**src/rtl/sopc_video_cpu_dct_drain_ctrl_pkg.sv**
```systemverilog
// rtl/sopc_video_cpu_dct_drain_ctrl_pkg.sv - shared constants and state encoding for the trace drain controller
package sopc_video_cpu_dct_pkg;

  localparam int ATOM_W = 2;
  localparam int DEPTH  = 15;
  localparam int BUF_W  = 30;
  localparam int CNT4_W = 4;

  typedef enum logic [1:0] {
    RUN   = 2'd0,
    FLUSH = 2'd1,
    DONE  = 2'd2
  } dct_state_e;

endpackage

```
**src/rtl/sopc_video_cpu_dct_drain_ctrl_if.sv**
```systemverilog
// rtl/sopc_video_cpu_dct_drain_ctrl_if.sv - atom intake, frame drain and status signals of the drain controller
interface sopc_video_cpu_dct_drain_ctrl_if
  import sopc_video_cpu_dct_pkg::*;
#(
  parameter int CNT_W = 16
);

  logic              atom_valid;
  logic [ATOM_W-1:0] atom;
  logic              atom_ready;
  logic              test_ending;
  logic [BUF_W-1:0]  dct_buffer;
  logic [CNT4_W-1:0] dct_count;
  logic              frame_valid;
  logic [BUF_W-1:0]  frame_data;
  logic [CNT4_W-1:0] frame_count;
  logic              frame_ready;
  logic              test_has_ended;
  logic [CNT_W-1:0]  frames_sent;

  modport master (
    input  atom_valid, atom, test_ending, frame_ready,
    output atom_ready, dct_buffer, dct_count, frame_valid, frame_data,
           frame_count, test_has_ended, frames_sent
  );

  modport slave (
    output atom_valid, atom, test_ending, frame_ready,
    input  atom_ready, dct_buffer, dct_count, frame_valid, frame_data,
           frame_count, test_has_ended, frames_sent
  );

endinterface

```
**src/rtl/sopc_video_cpu_dct_frame_reg.sv**
```systemverilog
// rtl/sopc_video_cpu_dct_frame_reg.sv - single-entry valid/ready holding register for a trace frame
module sopc_video_cpu_dct_frame_reg #(
  parameter int DATA_W  = 30,
  parameter int COUNT_W = 4
) (
  input  logic               clk,
  input  logic               reset,
  input  logic               load,
  input  logic [DATA_W-1:0]  load_data,
  input  logic [COUNT_W-1:0] load_count,
  input  logic               ready,
  output logic               valid,
  output logic [DATA_W-1:0]  data,
  output logic [COUNT_W-1:0] count
);

  // A load on the same edge as a retire wins, giving back-to-back frames.
  always_ff @(posedge clk) begin
    if (reset) begin
      valid <= 1'b0;
      data  <= '0;
      count <= '0;
    end else if (load) begin
      valid <= 1'b1;
      data  <= load_data;
      count <= load_count;
    end else if (valid && ready) begin
      valid <= 1'b0;
    end
  end

endmodule

```
**src/rtl/sopc_video_cpu_dct_drain_ctrl.sv**
```systemverilog
// rtl/sopc_video_cpu_dct_drain_ctrl.sv - packs trace atoms into frames and sequences the end-of-test flush
module sopc_video_cpu_dct_drain_ctrl
  import sopc_video_cpu_dct_pkg::*;
#(
  parameter int CNT_W = 16
) (
  input  logic clk,
  input  logic reset,
  sopc_video_cpu_dct_drain_ctrl_if.master bus
);

  dct_state_e        state;
  logic [BUF_W-1:0]  buf_q;
  logic [CNT4_W-1:0] cnt_q;
  logic              ended_q;
  logic [CNT_W-1:0]  sent_q;

  logic              frame_valid;
  logic [BUF_W-1:0]  frame_data;
  logic [CNT4_W-1:0] frame_count;

  logic slot_free;
  logic push;
  logic xfer;
  logic take;

  assign slot_free      = !frame_valid || bus.frame_ready;
  assign bus.atom_ready = (state == RUN) && ((cnt_q < CNT4_W'(DEPTH)) || slot_free);
  assign push           = bus.atom_valid && bus.atom_ready;
  assign take           = frame_valid && bus.frame_ready;
  assign xfer           = slot_free &&
                          (((state == RUN) && (cnt_q == CNT4_W'(DEPTH))) ||
                           ((state == FLUSH) && (cnt_q != '0)));

  always_ff @(posedge clk) begin
    if (reset) begin
      state   <= RUN;
      buf_q   <= '0;
      cnt_q   <= '0;
      ended_q <= 1'b0;
      sent_q  <= '0;
    end else begin
      // An atom arriving with a transfer starts the next frame.
      if (xfer) begin
        buf_q <= push ? BUF_W'(bus.atom) : '0;
        cnt_q <= push ? CNT4_W'(1) : '0;
      end else if (push) begin
        buf_q <= {buf_q[BUF_W-ATOM_W-1:0], bus.atom};
        cnt_q <= cnt_q + CNT4_W'(1);
      end

      if (take && (sent_q != '1)) begin
        sent_q <= sent_q + CNT_W'(1);
      end

      case (state)
        RUN: begin
          if (bus.test_ending) begin
            state <= FLUSH;
          end
        end
        FLUSH: begin
          if ((cnt_q == '0) && !frame_valid) begin
            state   <= DONE;
            ended_q <= 1'b1;
          end
        end
        default: begin
          state <= DONE;
        end
      endcase
    end
  end

  sopc_video_cpu_dct_frame_reg #(
    .DATA_W  (BUF_W),
    .COUNT_W (CNT4_W)
  ) u_frame_reg (
    .clk        (clk),
    .reset      (reset),
    .load       (xfer),
    .load_data  (buf_q),
    .load_count (cnt_q),
    .ready      (bus.frame_ready),
    .valid      (frame_valid),
    .data       (frame_data),
    .count      (frame_count)
  );

  assign bus.dct_buffer     = buf_q;
  assign bus.dct_count      = cnt_q;
  assign bus.frame_valid    = frame_valid;
  assign bus.frame_data     = frame_data;
  assign bus.frame_count    = frame_count;
  assign bus.test_has_ended = ended_q;
  assign bus.frames_sent    = sent_q;

endmodule

```
**src/flat_wrapper.sv**
```systemverilog
// flat-port wrapper written by rule: the top's interface ports become plain ports
module sopc_video_cpu_dct_drain_ctrl_flat import sopc_video_cpu_dct_pkg::*;
#(
  parameter int CNT_W = 16
)
  (clk, reset, bus_atom_valid, bus_atom, bus_test_ending, bus_frame_ready, bus_atom_ready, bus_dct_buffer, bus_dct_count, bus_frame_valid, bus_frame_data, bus_frame_count, bus_test_has_ended, bus_frames_sent);
  sopc_video_cpu_dct_drain_ctrl_if #(.CNT_W(CNT_W)) bus_i ();
  input  logic clk;
  input  logic reset;
  input wire logic [$bits(bus_i.atom_valid)-1:0] bus_atom_valid;
  input wire logic [$bits(bus_i.atom)-1:0] bus_atom;
  input wire logic [$bits(bus_i.test_ending)-1:0] bus_test_ending;
  input wire logic [$bits(bus_i.frame_ready)-1:0] bus_frame_ready;
  output wire logic [$bits(bus_i.atom_ready)-1:0] bus_atom_ready;
  output wire logic [$bits(bus_i.dct_buffer)-1:0] bus_dct_buffer;
  output wire logic [$bits(bus_i.dct_count)-1:0] bus_dct_count;
  output wire logic [$bits(bus_i.frame_valid)-1:0] bus_frame_valid;
  output wire logic [$bits(bus_i.frame_data)-1:0] bus_frame_data;
  output wire logic [$bits(bus_i.frame_count)-1:0] bus_frame_count;
  output wire logic [$bits(bus_i.test_has_ended)-1:0] bus_test_has_ended;
  output wire logic [$bits(bus_i.frames_sent)-1:0] bus_frames_sent;
  assign bus_i.atom_valid = bus_atom_valid;
  assign bus_i.atom = bus_atom;
  assign bus_i.test_ending = bus_test_ending;
  assign bus_i.frame_ready = bus_frame_ready;
  assign bus_atom_ready = bus_i.atom_ready;
  assign bus_dct_buffer = bus_i.dct_buffer;
  assign bus_dct_count = bus_i.dct_count;
  assign bus_frame_valid = bus_i.frame_valid;
  assign bus_frame_data = bus_i.frame_data;
  assign bus_frame_count = bus_i.frame_count;
  assign bus_test_has_ended = bus_i.test_has_ended;
  assign bus_frames_sent = bus_i.frames_sent;
  sopc_video_cpu_dct_drain_ctrl #(.CNT_W(CNT_W)) u_core (.clk(clk), .reset(reset), .bus(bus_i));
endmodule
```
**config.mk**
```make
export PLATFORM = sky130hd
export DESIGN_NAME = sopc_video_cpu_dct_drain_ctrl_flat
export DESIGN_NICKNAME = d
export VERILOG_FILES = /design/src/rtl/sopc_video_cpu_dct_drain_ctrl_pkg.sv /design/src/rtl/sopc_video_cpu_dct_drain_ctrl_if.sv /design/src/rtl/sopc_video_cpu_dct_frame_reg.sv /design/src/rtl/sopc_video_cpu_dct_drain_ctrl.sv /design/src/flat_wrapper.sv
export SDC_FILE = /design/constraint.sdc
export NUM_CORES = 1
export LEC_CHECK = 0
export CAP_MARGIN = 20
export CELL_PAD_IN_SITES_DETAIL_PLACEMENT = 1
export CELL_PAD_IN_SITES_GLOBAL_PLACEMENT = 1
export CORE_ASPECT_RATIO = 0.8
export CORE_MARGIN = 1
export CORE_UTILIZATION = 32
export DETAILED_ROUTE_END_ITERATION = 10
export GPL_ROUTABILITY_DRIVEN = 0
export GPL_TIMING_DRIVEN = 0
export PLACE_DENSITY = 0.77
export SYNTH_ARGS = -nofsm -noshare
export SYNTH_HDL_FRONTEND = slang
export SYNTH_HIERARCHICAL = 1
export SYNTH_SLANG_ARGS = --single-unit
```
**constraint.sdc**
```tcl
create_clock -name clk -period 2.1 [get_ports clk]
set_input_delay 0.42 -clock clk [delete_from_list [all_inputs] [get_ports clk]]
set_output_delay 0.42 -clock clk [all_outputs]
set_load 0.01 [all_outputs]
```
== After elaboration in Yosys (flattened, before gate mapping) ==
Cells that the tools add are included.

* Output and inout port bits: 87
* Logic and storage cells: 46
* Bits in registers: 88

* Equality and inequality tests: 5
* Multiplexer cells: 11
* Magnitude comparators: 1
* Add/sub/neg operators: 2
* Reduce and logical (&&, ||, !) cells: 19

{| class="wikitable"
|+ Operators by type and width
! cell !! count
|-
| 2-to-1 mux 30 bit || 2
|-
| adder 16 x 1 -> 16 bit (second input constant) || 1
|-
| inequality test 16 bit (second input constant) || 1
|-
| logical AND 1 bit || 8
|-
| 2-to-1 mux 4 bit || 2
|-
| 2-to-1 mux 2 bit || 3
|-
| adder 4 x 1 -> 4 bit (second input constant) || 1
|-
| == test 4 bit (second input constant) || 1
|-
| logical NOT 4 bit || 1
|-
| less-than comparator 4 bit (second input constant) || 1
|-
| inequality test 2 bit (second input constant) || 2
|-
| case mux 2 bit (2 select lines) || 1
|-
| AND reduction 2 bit || 2
|-
| nonzero test 2 bit || 2
|-
| nonzero test 4 bit || 1
|-
| logical OR 1 bit || 3
|-
| 2-to-1 mux 1 bit || 3
|-
| == test 2 x 1 -> 1 bit (second input constant) || 1
|-
| logical NOT 2 bit || 1
|-
| logical NOT 1 bit || 1
|}

== Logic depth before layout (Yosys ltp) ==
* Depth after elaboration: 7
* Gate-level depth with buffers: 12
* Depth with buffers taken out: 7

== Modules after synthesis ==
The synthesis kept the hierarchy.

{| class="wikitable"
|+ By module, submodules not included
! module !! instances !! seq. area each (µm²) !! area each (µm²) !! cells an instance
|-
| sopc_video_cpu_dct_drain_ctrl || 1 || 1,061.0 || 2,292.2 || 281
|-
| sopc_video_cpu_dct_frame_reg || 1 || 700.7 || 1,272.5 || 114
|}

== Worst setup path after synthesis ==
Ideal clock, no wire load.

* Path type: register -> register
* Start: register u_core.cnt_q[0], in the netlist u_core/bus.dct_count[0]
* End: register u_core.u_frame_reg.data[10]
* Clock period less this slack: 2,462 ps
* Data arrival time: 2,335 ps
* Cell stages (with the launch flop): 13
* Path slack: -362 ps
* Data required time: 1,972 ps
* Path through: dfxtp_1 -> inv_1 -> ha_1 -> nor3b_1 -> or4_1 -> buf_2 -> buf_6 -> buf_4 -> inv_1 -> buf_6 -> buf_12 -> mux2i_1 -> nor2_1

* Word-level cells in the longest chain between the ends: 4
* Elaborated cells between the ends (all ways): 6

{| class="wikitable"
|+ RTL lines
! what !! RTL line !! source
|-
| start, declared || sopc_video_cpu_dct_drain_ctrl.sv:14 || <nowiki>logic [CNT4_W-1:0] cnt_q;</nowiki>
|-
| start signal, assigned || sopc_video_cpu_dct_drain_ctrl.sv:46 || <nowiki>cnt_q <= push ? CNT4_W'(1) : '0;</nowiki>
|-
| start signal, assigned || sopc_video_cpu_dct_drain_ctrl.sv:49 || <nowiki>cnt_q <= cnt_q + CNT4_W'(1);</nowiki>
|-
| == test 4 bit / nonzero test 4 bit (equally long branches) || sopc_video_cpu_dct_drain_ctrl.sv:32, sopc_video_cpu_dct_drain_ctrl.sv:33 ||
|-
| logical AND 1 bit (on tied branches) || sopc_video_cpu_dct_drain_ctrl.sv:32, sopc_video_cpu_dct_drain_ctrl.sv:33 ||
|-
| logical OR 1 bit (*) || sopc_video_cpu_dct_drain_ctrl.sv:32 || <nowiki>(((state == RUN) && (cnt_q == CNT4_W'(DEPTH))) ||</nowiki>
|-
| logical AND 1 bit (*) || sopc_video_cpu_dct_drain_ctrl.sv:31 || <nowiki>assign xfer = slot_free &&</nowiki>
|-
| named net u_core.xfer || sopc_video_cpu_dct_drain_ctrl.sv:24 || <nowiki>logic xfer;</nowiki>
|-
| end signal, assigned || sopc_video_cpu_dct_frame_reg.sv:25 || <nowiki>data <= load_data;</nowiki>
|-
| end, declared || sopc_video_cpu_dct_frame_reg.sv:13 || <nowiki>output logic [DATA_W-1:0] data,</nowiki>
|}

Mark *: on every way through the listed nets, which the timed path passes. The rest lies on a longest branch.
A chain may end at the register's enable or synchronous reset.

== Worst setup path after layout ==
* Start: register u_core.cnt_q[0], in the netlist u_core/bus.dct_count[0]
* End: register u_core.u_frame_reg.data[28]

The elaborated chain is that of the path after synthesis.

==> impl_summary.md <==
Global routing
The total congestion overflow after global routing is 0. The number of global-route vias before repair is 3369. Entering global routing, the biggest net connects 16 pins. Global routing consumed, over all layers together, 18.99% of the routing resources.

For this run, global-route usage on met2 was measured as 31.99%. Global routing consumed, on the met3 layer, 3.873% of the routing resources. The layer with the highest usage is met2. The wire length of the first global-routing pass is 17130 µm.

The initial antenna violation count is 0. The global routing usage on met1 is 24.53%.

Cells and area
The growth of design area from synthesis to finish is 45.67%. In the final design database the tool counted 519 nets. The most frequent standard cell in the layout excluding fill and tap cells is sky130_fd_sc_hd__clkdlybuf4s50_1. The number of antenna cells inserted is 0. The count of non-filler cells in the finished layout is between 600 and 700. In the layout the commonest cells are sky130_fd_sc_hd__clkdlybuf4s50_1, sky130_fd_sc_hd__dfxtp_1, sky130_fd_sc_hd__nand3_1. The share of cells above drive strength 1 is 11.67%.

Clocking
CTS saw between 80 and 90 sinks. The H-tree depth is 3. For this design, the CTS-stage hold fixing added 0 buffers.

The clock passes through at most 2 buffers. The clock-pin slew on the worst setup and hold paths is 70 ps. In this run, CTS created clock tree buffers numbering 9. The clock latency reported for the late side of the worst-skew pair is 330 ps.

The TritonCTS clock tree is yes. The root cell of the clock tree is sky130_fd_sc_hd__clkbuf_16.

Power and ir drop
The net switching power figure is 0.8740 mW. Combinational logic burns just under 8% of the power. Net switching is roughly a quarter of the power. The total power after layout is 3.599 mW. The static leakage is around 1.7 nW. Dividing total power by cell area gives a power density of 693.1 nW/µm².

The internal power consumption is 2.725 mW. Per report_power, the sequential group accounts for 47.6% of the total. The highest ir drop seen on vdd is 370.4 µV. The clock power share is between 40% and 50%.

STA
The post-route fraction of the period consumed by the critical path is about 100%. Setup repair after global routing could not meet its margin everywhere. For the final routed database, the setup TNS stands at 0 ps. Clock skew on the completed layout was measured at between 5 and 6 ps.

The transition time of the tightest slew-check pin is approximately 660 ps. The worst slew margin relative to its limit is 55.76%. Static timing analysis puts the maximum clock frequency at 478.2 MHz. The number of failing hold endpoints at the final stage is 0.

After layout, the minimum clock period comes to approximately 2100 ps. Setup violations remaining at the end of the flow were counted as 0. The max-slew violation count is 0.

Critical path
Measured in cells, the most critical reg-to-reg path has a length of 11. The setup check on the worst reg-to-reg path leaves a slack of 9 ps. The kind of critical path is reg2reg. The kind of start point of the critical path is a flop. The endpoint kind of the worst setup timing path is a flop. The required time at the worst-slack endpoint is 2330 ps.

The critical-path maximum fanout is 7. The data arrival time at the worst-slack endpoint is 2320 ps.

Route
The number of vias per cell after detailed routing is 5.093. Dividing the detail-routed wire length by the instance count gives 16.49 µm. The remaining number of nets flagged by the antenna check after routing is 0. The total wire length after detailed routing is 10850 µm. Before antenna repair, the detailed router went through 4 iterations. The total via count in the routed design is 3351. For this run, design rule violations remaining after detail routing come to 0. The first routing iteration left 143 violations.

Job
Max-cap violations in this run came to 0.

Logic synthesis
Yosys printed 6 warnings. The distinct cell type count after synthesis is 42. The most used flip-flop cell after synthesis is sky130_fd_sc_hd__dfxtp_1. The synthesized area divided by synthesized cell count is 9.024 µm².

In this run, synthesis produced a sequential element count of 88. In the synthesized netlist, the number of instances is approximately 400. The fraction of registers with async set or reset after synthesis is 0%. Counting flops with a built-in enable in the synthesized netlist gives 0. The post-synthesis net count is 405. Summing the sequential cell areas from Yosys gives roughly half of the chip area. The mapped cell area is 3565 µm².

Min path
The class of the tightest hold or removal check is in2reg. The number of cells on the worst hold path is 2.

Outcome
The flow ran to the end, and the final reports show no timing, DRC or antenna violations.

Floorplan
The number of rows in the core area is 34. The initial cell density of the core is approximately 33%. In this run the vertical extent of the chip is 96.40 µm. The overall die width is about 120 µm. In this run the standard cell core region covers 10850 µm². 94 I/O pins were placed. The die covers 11570 µm².

Placed design
The count of buffers added on input and output ports is 92. The instance count after placement with tap cells included is 631. After legalization and detailed placement, the total HPWL measured 7393 µm.
-- synth_stat cells (all sizes together) (2+ instances only) --
cell / number / area (µm²)
nor3b: 2 / 15.01
dfxtp: 88 / 1762
a21oi: 52 / 260.3
or3: 9 / 56.30
o21ai: 11 / 55.05
o31ai: 4 / 30.03
ha: 3 / 37.54
buf: 12 / 118.9
mux2i: 34 / 340.3
and4: 2 / 17.52
xor2: 2 / 17.52
nor4: 2 / 18.77
nand2: 15 / 56.30
nand4: 7 / 43.79
nor2: 44 / 165.2
nand3: 61 / 305.3
clkbuf: 17 / 65.06
or4: 5 / 37.54
inv: 7 / 26.28
and3: 2 / 12.51
o211ai: 2 / 15.01
-- power groups by stage --
stage                     Combinational, mW  Clock (mW)  Sequential [mW]
after floorplan                       0.141           0             1.75
after global placement                0.240           0             1.75
after detailed placement              0.244           0             1.75
after CTS                             0.267        1.65             1.71
after global routing                  0.310        1.70             1.72
final                                 0.285        1.60             1.71
-- final timing paths --
kind | from | endpoint
setup / recovery | u_core/bus.dct_count[0]$_SDFFE_PP0P_ | u_core/u_frame_reg/data[28]$_SDFFE_PP0P_
hold reg to reg | u_core/bus.test_has_ended$_SDFFE_PP0P_ | u_core/bus.test_has_ended$_SDFFE_PP0P_
setup reg to reg | u_core/bus.dct_count[0]$_SDFFE_PP0P_ | u_core/u_frame_reg/data[28]$_SDFFE_PP0P_
hold / removal | reset | u_core/u_frame_reg/valid$_SDFFE_PP0P_
-- per-layer routing --
layer	part of all wire, %	vias to the layer above
li1	-	1636
met1	49	1641
met2	47	68
met3	3.2	6
met4	0.94	0
met5	0	-
-- critical path, cell delays in order, from the launching register on --
cell and delay (ps):
sky130_fd_sc_hd__dfxtp_4 390, sky130_fd_sc_hd__inv_4 40, sky130_fd_sc_hd__ha_4 140, sky130_fd_sc_hd__nor3b_4 150
sky130_fd_sc_hd__or4_4 460, sky130_fd_sc_hd__buf_8 150, sky130_fd_sc_hd__inv_4 50, sky130_fd_sc_hd__buf_12 140
sky130_fd_sc_hd__buf_6 110, sky130_fd_sc_hd__buf_4 100, sky130_fd_sc_hd__mux2i_1 180, sky130_fd_sc_hd__nor2_1 60
-- flip-flops by register name (all words and copies together), names as in the netlist --
register,flops
u_core/bus.frames_sent,16
u_core/bus.test_has_ended,1
u_core/bus.dct_buffer,30
u_core/u_frame_reg/count,4
u_core/bus.dct_count,4
u_core/state,2
u_core/u_frame_reg/data,30
u_core/u_frame_reg/valid,1
-- metrics by stage --
step	instance area [µm²]	utilization, %	setup slack (ps)	hold slack [ps]
after floorplan	3593	-	-138.5	482.9
after global placement	4695	43.28	-785.9	456.6
after detailed placement	4695	43.28	-846.9	461.9
after CTS	5111	47.12	4.410	352.5
after global routing	5192	47.87	-50.21	357.5
final	5192	47.87	8.644	367.7
-- timing repair --
item | CTS | global route
setup endpoints to repair | 66 | 49
cloned | 1 | 1
gates resized for setup | 13 | 14
setup buffers | 11 | 1
pin swaps | 1 | 3
-- area by class of cell --
| cell class | instances | area, µm² |
|---|---|---|
| Fill cell | 1249 | 5655 |
| Sequential cell | 88 | 1772 |
| Multi-Input combinational cell | 271 | 1664 |
| Timing Repair Buffer | 106 | 1081 |
| Clock buffer | 9 | 225.2 |
| Tap cell | 144 | 180.2 |
| Buffer | 26 | 166.4 |
| Clock inverter | 7 | 70.07 |
| Inverter | 7 | 33.78 |
-- cells by family (layout without fill, tap and decap cells) --
logic type | after synthesis | count (layout) | share of synthesized area, %
compound gates | 75 | 75 | 11.44
xor+xnor | 2 | 2 | 0.4915
fa+ha+maj | 3 | 3 | 1.053
buf+inv | 36 | 155 | 5.897
flops | 88 | 88 | 49.42
mux | 35 | 35 | 9.863
simple gates | 156 | 156 | 21.83
(Power assumes the default switching activity.)
==> variant: new RTL, same flow settings <==
Re-encode `dct_state_e` (3 states) as one-hot, 3 bits wide.
--- a/src/rtl/sopc_video_cpu_dct_drain_ctrl_pkg.sv
+++ b/src/rtl/sopc_video_cpu_dct_drain_ctrl_pkg.sv
@@ -6,10 +6,10 @@
   localparam int BUF_W  = 30;
   localparam int CNT4_W = 4;
 
-  typedef enum logic [1:0] {
-    RUN   = 2'd0,
-    FLUSH = 2'd1,
-    DONE  = 2'd2
+  typedef enum logic [2:0] {
+    RUN   = 3'b001,
+    FLUSH = 3'b010,
+    DONE  = 3'b100
   } dct_state_e;
 
 endpackage
Behaviour: no difference found for any inputs over 4 cycles, from zero or initial values and one cycle with reset high; so few cycles prove little.
==> variant against the unedited design <==
- final cell count shrank 2.4%
- wire length shrank 4.7%
- area after synthesis down 0.63%
- total power is 2.1% lower
- setup slack improved by 58 ps
- largest power group unchanged
- highest routed layer unchanged
- count of clock-buffer cells in the layout unchanged
- design area is 2.8% lower
- clock skew is 0.51 ps lower
- largest cell class unchanged
- sequential cell count increased by 1
- first-iteration DRC count fell by 13%
==> variant: results (changes against the unedited design) <==
Placement:
- The post-place setup slack is -448 ps (+399 ps).
- The area after detailed placement is 0.00465 mm² (-0.99%).
- The number of I/O port buffers was 93 (+1.1%).

STA:
- The final worst hold slack was 479 ps (+111 ps).
- The fmax was 492 MHz (+2.8%).

Final layout:
- The count of nets after finishing was 507 (-2.3%).
- The clock distribution area overhead in the final layout is 6.05% (+0.36 points).
- The count of non-CTS buffers in the layout is 119 (-9.8%).
- The share of final layout cell area taken by non-clock buffers was 22.5% (-1.5 points).
- The area of the multi-input gates is 0.00163 mm² (-2.3%).
- The fraction of final layout cells sized beyond drive strength 1 is 11.2% (-0.52 points).
- The total number of multi-input combinational cells is 273 (+0.74%).

Worst hold path:
- The worst hold path terminates at u_core/bus.dct_buffer[29]$_SDFFE_PP0P_.
- In this run the most critical hold path is launched from u_core/bus.dct_buffer[29]$_SDFFE_PP0P_.

Pwr:
- The leakage power of the design is 1.63 nW (-4.1%).

Routing:
- The vias per cell is 5.03 (-1.3%).
- The detailed router's first-iteration violation count is 125 (-13%).
- The first-pass iteration count of the detailed router is 5 (+1).

Setup path:
- The critical path's top delay family is buffers and inverters.
- In this run the worst setup path terminates at bus_atom_ready.
- The start point of the critical path is bus_frame_ready.

Yosys:
- By area the synthesized netlist is led by dfxtp_1, mux2i_1, nand2_1, a21oi_1, nor2_1.
- The net count after synthesis was 398 (-1.7%).
- The mean cell area of the mapped netlist was 9.13 µm² (+1.2%).

Global route:
- The wire length of the first global-routing pass was 16500 µm (-3.5%).
- The met2 usage is 31.5% (-0.49 points).
- The total routing resource utilization after global routing is 18.3% (-0.68 points).
- The largest net degree at the start of global routing is 17 (+1).

Clock tree:
- The post-cts sizing count is 5 (-8).
- The total clock sinks is 89 (+1.1%).

Run status:
- The run finished with clean final reports.
==> variant: cell types whose count changed after synthesis, sizes merged, moves of 2 or more <==
cell / before / now
buf: 12 / 10
nor4: 2 / 0
or2: 0 / 3
nand2b: 1 / 4
inv: 7 / 5
or4: 5 / 7
clkbuf: 17 / 11
o31ai: 4 / 6
nand2: 15 / 63
a21oi: 52 / 47
nand3: 61 / 8
nand3b: 0 / 2
or3: 9 / 7
==> variant: where the power goes <==
part	switching, W	internal (W)
sequential	0.0000151	0.00170
clock	0.000699	0.000932
combinational	0.000109	0.0000686
total	0.000823	0.00270
==> variant: kinds of logic (layout without fill, tap and decap cells) <==
group	after synthesis	after routing	share of synthesized area, %
AO/OA/AOI/OAI	74	74	11.8
XOR/XNOR	2	2	0.495
adder cells (fa/ha/maj)	3	3	1.06
buffers and inverters	26	140	5.16
flip-flops	89	89	50.3
multiplexers	36	36	10.2
AND/OR/NAND/NOR	158	158	21.0
